===== config.mk =====
export PLATFORM = sky130hd
export DESIGN_NAME = hdc_assoc_mem
export DESIGN_NICKNAME = d
export VERILOG_FILES = /design/src/rtl/hdc_assoc_mem.sv
export SDC_FILE = /design/constraint.sdc
export NUM_CORES = 1
export LEC_CHECK = 0
export CORE_ASPECT_RATIO = 1.25
export CORE_MARGIN = 5
export CORE_UTILIZATION = 40
export CTS_CLUSTER_DIAMETER = 30
export CTS_CLUSTER_SIZE = 20
export DETAILED_ROUTE_END_ITERATION = 6
export MAX_ROUTING_LAYER = met4
export SLEW_MARGIN = 20
export SYNTH_ARGS = -nofsm -noshare
export SYNTH_HDL_FRONTEND = slang
export SYNTH_SLANG_ARGS = --single-unit

===== constraint.sdc =====
create_clock -name clk -period 4 [get_ports clk]
set_input_delay 0.8 -clock clk [delete_from_list [all_inputs] [get_ports clk]]
set_output_delay 0.8 -clock clk [all_outputs]
set_load 0.01 [all_outputs]

===== src/rtl/hdc_assoc_mem.sv =====
// Hamming-distance associative memory: chunked XOR/popcount against all
// prototypes in parallel, then a sequential argmin with a one-cycle done pulse.
// Ports: clk, nrst (async low), en/hv_in query start, class_hvs prototypes,
// busy, out pulse, class_out (nearest index), dist_out (its distance).
module hdc_assoc_mem #(
  parameter int DIMENSIONS  = 6,
  parameter int PAR_BITS    = 2,
  parameter int NUM_CLASSES = 2,
  localparam int DW = $clog2(DIMENSIONS + 1),
  localparam int CW = (NUM_CLASSES > 1) ? $clog2(NUM_CLASSES) : 1
) (
  input  logic                                   clk,
  input  logic                                   nrst,
  input  logic                                   en,
  input  logic [DIMENSIONS-1:0]                  hv_in,
  input  logic [NUM_CLASSES-1:0][DIMENSIONS-1:0] class_hvs,
  output logic                                   busy,
  output logic                                   out,
  output logic [CW-1:0]                          class_out,
  output logic [DW-1:0]                          dist_out
);

  localparam int N_CHUNKS = (DIMENSIONS + PAR_BITS - 1) / PAR_BITS;
  localparam int KW = (N_CHUNKS > 1) ? $clog2(N_CHUNKS) : 1;
  localparam int PW = N_CHUNKS * PAR_BITS;

  typedef enum logic [1:0] {
    IDLE,
    COMPARE,
    SELECT
  } state_t;

  state_t state, state_nx;

  logic [DIMENSIONS-1:0] hv_q;
  logic [KW-1:0]         chunk_cnt;
  logic [CW-1:0]         sel_cnt;
  logic [DW-1:0]         acc [NUM_CLASSES];
  logic [DW-1:0]         pc  [NUM_CLASSES];
  logic [DW-1:0]         best_d, cand_d, sel_d;
  logic [CW-1:0]         best_c, cand_c;
  logic                  last_chunk, last_sel;

  // Zero-extended diff split into chunks; pad bits stay 0,
  // which masks the out-of-range part of the last chunk.
  logic [N_CHUNKS-1:0][PAR_BITS-1:0] dpad;
  logic [PAR_BITS-1:0]               chunk;

  assign last_chunk = (chunk_cnt == KW'(N_CHUNKS - 1));
  assign last_sel   = (sel_cnt == CW'(NUM_CLASSES - 1));
  assign busy       = (state != IDLE);

  always_comb begin
    dpad  = '0;
    chunk = '0;
    for (int c = 0; c < NUM_CLASSES; c++) begin
      dpad  = PW'(hv_q ^ class_hvs[c]);
      chunk = dpad[chunk_cnt];
      pc[c] = '0;
      for (int b = 0; b < PAR_BITS; b++) begin
        pc[c] = pc[c] + DW'(chunk[b]);
      end
    end
  end

  // Class 0 seeds the running best; strict < keeps the lowest index on ties.
  always_comb begin
    sel_d  = acc[sel_cnt];
    cand_d = best_d;
    cand_c = best_c;
    if (sel_cnt == '0 || sel_d < best_d) begin
      cand_d = sel_d;
      cand_c = sel_cnt;
    end
  end

  always_comb begin
    state_nx = state;
    unique case (state)
      IDLE:    if (en) state_nx = COMPARE;
      COMPARE: if (last_chunk) state_nx = SELECT;
      SELECT:  if (last_sel) state_nx = IDLE;
      default: state_nx = IDLE;
    endcase
  end

  always_ff @(posedge clk or negedge nrst) begin
    if (!nrst) state <= IDLE;
    else       state <= state_nx;
  end

  always_ff @(posedge clk or negedge nrst) begin
    if (!nrst) begin
      hv_q      <= '0;
      chunk_cnt <= '0;
      sel_cnt   <= '0;
      best_d    <= '0;
      best_c    <= '0;
      out       <= 1'b0;
      class_out <= '0;
      dist_out  <= '0;
      for (int c = 0; c < NUM_CLASSES; c++) acc[c] <= '0;
    end else begin
      out <= 1'b0;
      unique case (state)
        IDLE: begin
          if (en) begin
            hv_q      <= hv_in;
            chunk_cnt <= '0;
            sel_cnt   <= '0;
            for (int c = 0; c < NUM_CLASSES; c++) acc[c] <= '0;
          end
        end
        COMPARE: begin
          for (int c = 0; c < NUM_CLASSES; c++) acc[c] <= acc[c] + pc[c];
          chunk_cnt <= chunk_cnt + 1'b1;
        end
        SELECT: begin
          best_d  <= cand_d;
          best_c  <= cand_c;
          sel_cnt <= sel_cnt + 1'b1;
          if (last_sel) begin
            class_out <= cand_c;
            dist_out  <= cand_d;
            out       <= 1'b1;
          end
        end
        default: ;
      endcase
    end
  end

endmodule

# Word level (Yosys, flattened, before mapping)
# Index checks and enable logic that the tools add are counted.
# W data, S select, Z words.
# classes
eq_ne,6
mux,21
addsub,6
n_bitwise,4
magnitude_cmp,3
n_reduce_logical,10
# ops
operator,n
$mux W2,6
$mux W3,4
$pmux W6 S2,1
$xor A6 B6 Y6,2
$bmux W2 S2,2
$reduce_and A2 Y1,4
$add A3 B2 Y3,2
$mux W6,1
$ne A2 B2 Y1 const B,3
$pmux W2 S3,1
$reduce_bool A2 Y1,3
$add A1 B1 Y2,2
$eq A2 B2 Y1 const B,2
$mux W1,4
$pmux W2 S2,1
$lt A2 B3 Y1 const B,1
$lt A3 B3 Y1,1
$reduce_and A3 Y1,1
$add A2 B1 Y2 const B,1
$eq A2 B1 Y1 const B,1
$ge A2 B2 Y1 const B,1
$logic_not A2 Y1,1
$not A1 Y2,1
$pmux W1 S2,1
other kinds (3),3
# totals
inputBits,21
regBits,26
elab_cells,61

# Depth between registers and ports, before layout
# logic_depth
depth_word,7
depth_mapped,9

# Worst setup path before layout
# No wires, ideal clock.
# synth_path
path_type,input -> register
startpoint,input port class_hvs[6] (netlist bit)
endpoint,register acc[2] (netlist bit)
setup_slack_ns,1.710
setup_time_ns,0.121
arrival_ns,2.169
cell_stages,8
path_cell_list,xnor2_1 > nor2_1 > a21oi_1 > o22ai_1 > fa_1 > ha_1 > mux2_2 > a22o_1
# synth_between
elab_chain_cells,6
# synth_lines
element,line,source
from (decl),16,"input logic [NUM_CLASSES-1:0][DIMENSIONS-1:0] class_hvs,"
$xor A6 B6 Y6,57,dpad = PW'(hv_q ^ class_hvs[c]);
$bmux W2 S2,58,chunk = dpad[chunk_cnt];
$mux W2 (not written as such),58,
$add A1 B1 Y2,61,pc[c] = pc[c] + DW'(chunk[b]);
$add A3 B2 Y3,115,for (int c = 0; c < NUM_CLASSES; c++) acc[c] <= acc[c] + pc[c];
$pmux W6 S2,105,unique case (state)
to (decl),38,logic [DW-1:0] acc [NUM_CLASSES];
# Every way passes these cells. The select of a mux whose other input is x is not followed.
# A chain may end at the register's enable or synchronous reset.

# Worst setup path in the final report
# Same ends and word-level chain as after synthesis.

==> flow_summary.toml <==
[timing]
finalHoldViolCount = 0
finalSetupTns_ns = 0
fin_crit_sh_pct = 63.5
max_slew_margin_pct = 59.0
worst_pin_slew_ns = 0.613
fmax_mhz = 393
rsz0062_at_grt = "no"
setup_viol = 0
drv_slew = 0
fin_crit_ns = 2.54
skew_ns = 0.00255

[die]
core-area_sq_um = 3510
start_util_pct = 41.7
fp.dieW_um = 64.1
io_pins = 27
die_y_um = 77.6
rows = 24
dieArea_sq_um = 4980

[global_route]
grt_usage_pct = 12.9
grt_pass1_wl_um = 5090
overflow = 0
grt_pass1_vias = 1157
grtUsageMet1_pct = 14.6
antenna_found_initial = 0
use_met3_pct = 2.46
grt-busiest-layer = "met2"
grt_max_degree = 27
grt_util_met2_pct = 23.0

[min_path]
holdCritStartpoint = "dist_out[0]$_DFFE_PN0P_"
hold_path.class = "reg -> reg"

[critical_path]
start_kind = "primary input"
required_ns = 4.17
rr_startpoint = "last_sel$_DFFE_PN0P_"
crit_type = "in -> reg"
cp_max_fo = 1
cp-end-kind = "flop"
r2r_setup_slack_ns = 1.81
startpoint = "class_hvs[6]"
cp.arrival_ns = 2.71

[clocking]
insertion_delay_ns = 0.27
clock_sinks = 26
cts_made_buffers = 3
holdBufCountCts = 0
root_buffer = "clkbuf_8"
post_cts_buffers = 0
htreeDepth = 1
max-clock-path-buffers = 2
cts_resized = 0
cts_tree = "done"
clk_pin_slew_ns = 0.09

[synthesis]
ys_types = 35
syn_inst = 136
synth_edf_count = 0
syn-cell-area_sq_um = 1460
syn_nets = 164
synthArstFlopShare_pct = 100
ys.flop_type = "dfrtp_1"
yosys_warnings = 0
ys_seq_area_share_pct = 44.4
ys_ff_latch = 26
avgSynthCellArea_sq_um = 10.8

[layout]
multiInputGateArea_sq_um = 756
fill_cells = 343
regArea_sq_um = 651
layout.cells.non_filler = 202
antennaDiodeCount = 0
nets = 192
drive_above_1_share_pct = 7.98
syn_to_final_growth_pct = 23.5
final_cell_area_sq_um = 1810

[route]
routed_via_density = 5.26
antenna_left = 0
routed_wl_um = 2820
vias = 1062
drc_errors = 0
drtPass1Iterations = 4
dr.first_iter.drc_count = 30
wl_per_cell_um = 14.0

[placement]
gp_congestion = 0.743
dp_hpwl_um = 2250
dpl-instance-area_sq_um = 1750
dp.cells = 198
port_buffers = 26

[power_and_ir_drop]
ir_worst_vdd_uv = 413
p_leak_nw = 0.775
p_per_area_nw_per_um2 = 803

[outcome]
outcome = "completed"

[flow_run]
cap_violations = 0
-- registers in the layout, indices dropped and copies added (netlist names) --
signal     flops
state          2
best_c         1
last_sel       1
out            1
dist_out       3
best_d         3
class_out      1
acc            6
chunk_cnt      2
hv_q           6
-- cell usage after synthesis (2+ instances only) --
| cell | count | area (sq um) |
|---|---|---|
| xnor2_1 | 8 | 70.1 |
| o22ai_1 | 5 | 31.3 |
| o21a_1 | 2 | 15.0 |
| a22o_1 | 6 | 52.6 |
| mux2_1 | 8 | 90.1 |
| nor2b_1 | 2 | 12.5 |
| mux2i_1 | 2 | 20.0 |
| nor2_1 | 11 | 41.3 |
| fa_1 | 2 | 40.0 |
| o21ai_0 | 9 | 45.0 |
| nand2b_1 | 3 | 18.8 |
| xor2_1 | 4 | 35.0 |
| nand3b_1 | 2 | 15.0 |
| mux2_2 | 2 | 22.5 |
| nand2_1 | 8 | 30.0 |
| a21oi_1 | 8 | 40.0 |
| inv_1 | 7 | 26.3 |
| ha_1 | 5 | 62.6 |
| dfrtp_1 | 26 | 651 |
-- area by class of cell --
| cell class | instances | area share [%] |
|---|---|---|
| sequential | 26 | 36.0 |
| timing repair buffer | 27 | 14.8 |
| multi-input combinational | 98 | 41.8 |
| tap | 39 | 2.70 |
| inverter | 8 | 1.66 |
| clock buffer | 4 | 3.04 |
-- per-layer routing --
| layer | up-vias | routed length (um) |
|---|---|---|
| li1 | 526 | - |
| met1 | 497 | 1120 |
| met2 | 35 | 1540 |
| met3 | 4 | 134 |
| met4 | 0 | 28 |
| met5 | - | 0 |
-- stage by stage --
stage	setup slack [ns]	total power [mW]	utilization, %	hold slack, ns
finish	1.46	1.45	51.5	0.480
global route	1.37	1.60	51.5	0.550
CTS	1.45	1.48	51.5	0.491
detailed placement	1.16	1.30	49.9	0.470
global placement	1.17	1.27	49.9	0.461
floorplan	1.71	1.10	-	0.473
-- placed cells by master (no fill, tap or decap), types with 2 or more instances in the layout --
cell type / n
o21a_1: 2
mux2_2: 2
clkdlybuf4s50_1: 26
nand2b_1: 3
dfrtp_1: 26
mux2i_1: 2
xnor2_1: 8
nand3b_1: 2
o22ai_1: 5
ha_1: 5
nor2b_1: 2
fa_1: 2
inv_1: 7
mux2_1: 8
xor2_1: 4
clkbuf_8: 4
nor2_1: 11
o21ai_0: 9
nand2_1: 8
a21oi_1: 8
a22o_1: 6
-- worst paths after layout --
path / endpoint / cells after the start
min in group asynchronous: state[0]$_DFFE_PN0P_ / 2
hold / removal: dist_out[0]$_DFFE_PN0P_ / 2
setup reg to reg: best_d[1]$_DFFE_PN0P_ / 6
max in group asynchronous: best_d[2]$_DFFE_PN0P_ / 2
hold reg to reg: dist_out[0]$_DFFE_PN0P_ / 2
setup / recovery: acc[2]$_DFFE_PN0P_ / 9
-- critical path, stage by stage --
cell and delay, ns:
clkdlybuf4s50_1 0.47, xnor2_1 0.11, nor2_1 0.05, a21oi_1 0.13, o22ai_1 0.11, fa_1 0.40, ha_1 0.19, mux2_2 0.27
a22o_1 0.17
-- kinds of logic after synthesis --
kind of cell | Yosys count | synth area share, %
AO/OA/AOI/OAI | 36 | 16.9
XOR/XNOR | 12 | 7.18
adder cells (fa/ha/maj) | 7 | 7.01
buffers and inverters | 12 | 3.93
flip-flops | 26 | 44.4
multiplexers | 13 | 10.0
AND/OR/NAND/NOR | 30 | 10.5
-- where the power goes --
group          switching [mW]  internal, mW  total (mW)
Combinational           0.349         0.400       0.749
Sequential              0.147         0.385       0.533
Clock                  0.0821        0.0880       0.170
Note: power is estimated with default switching activity, not from simulation.
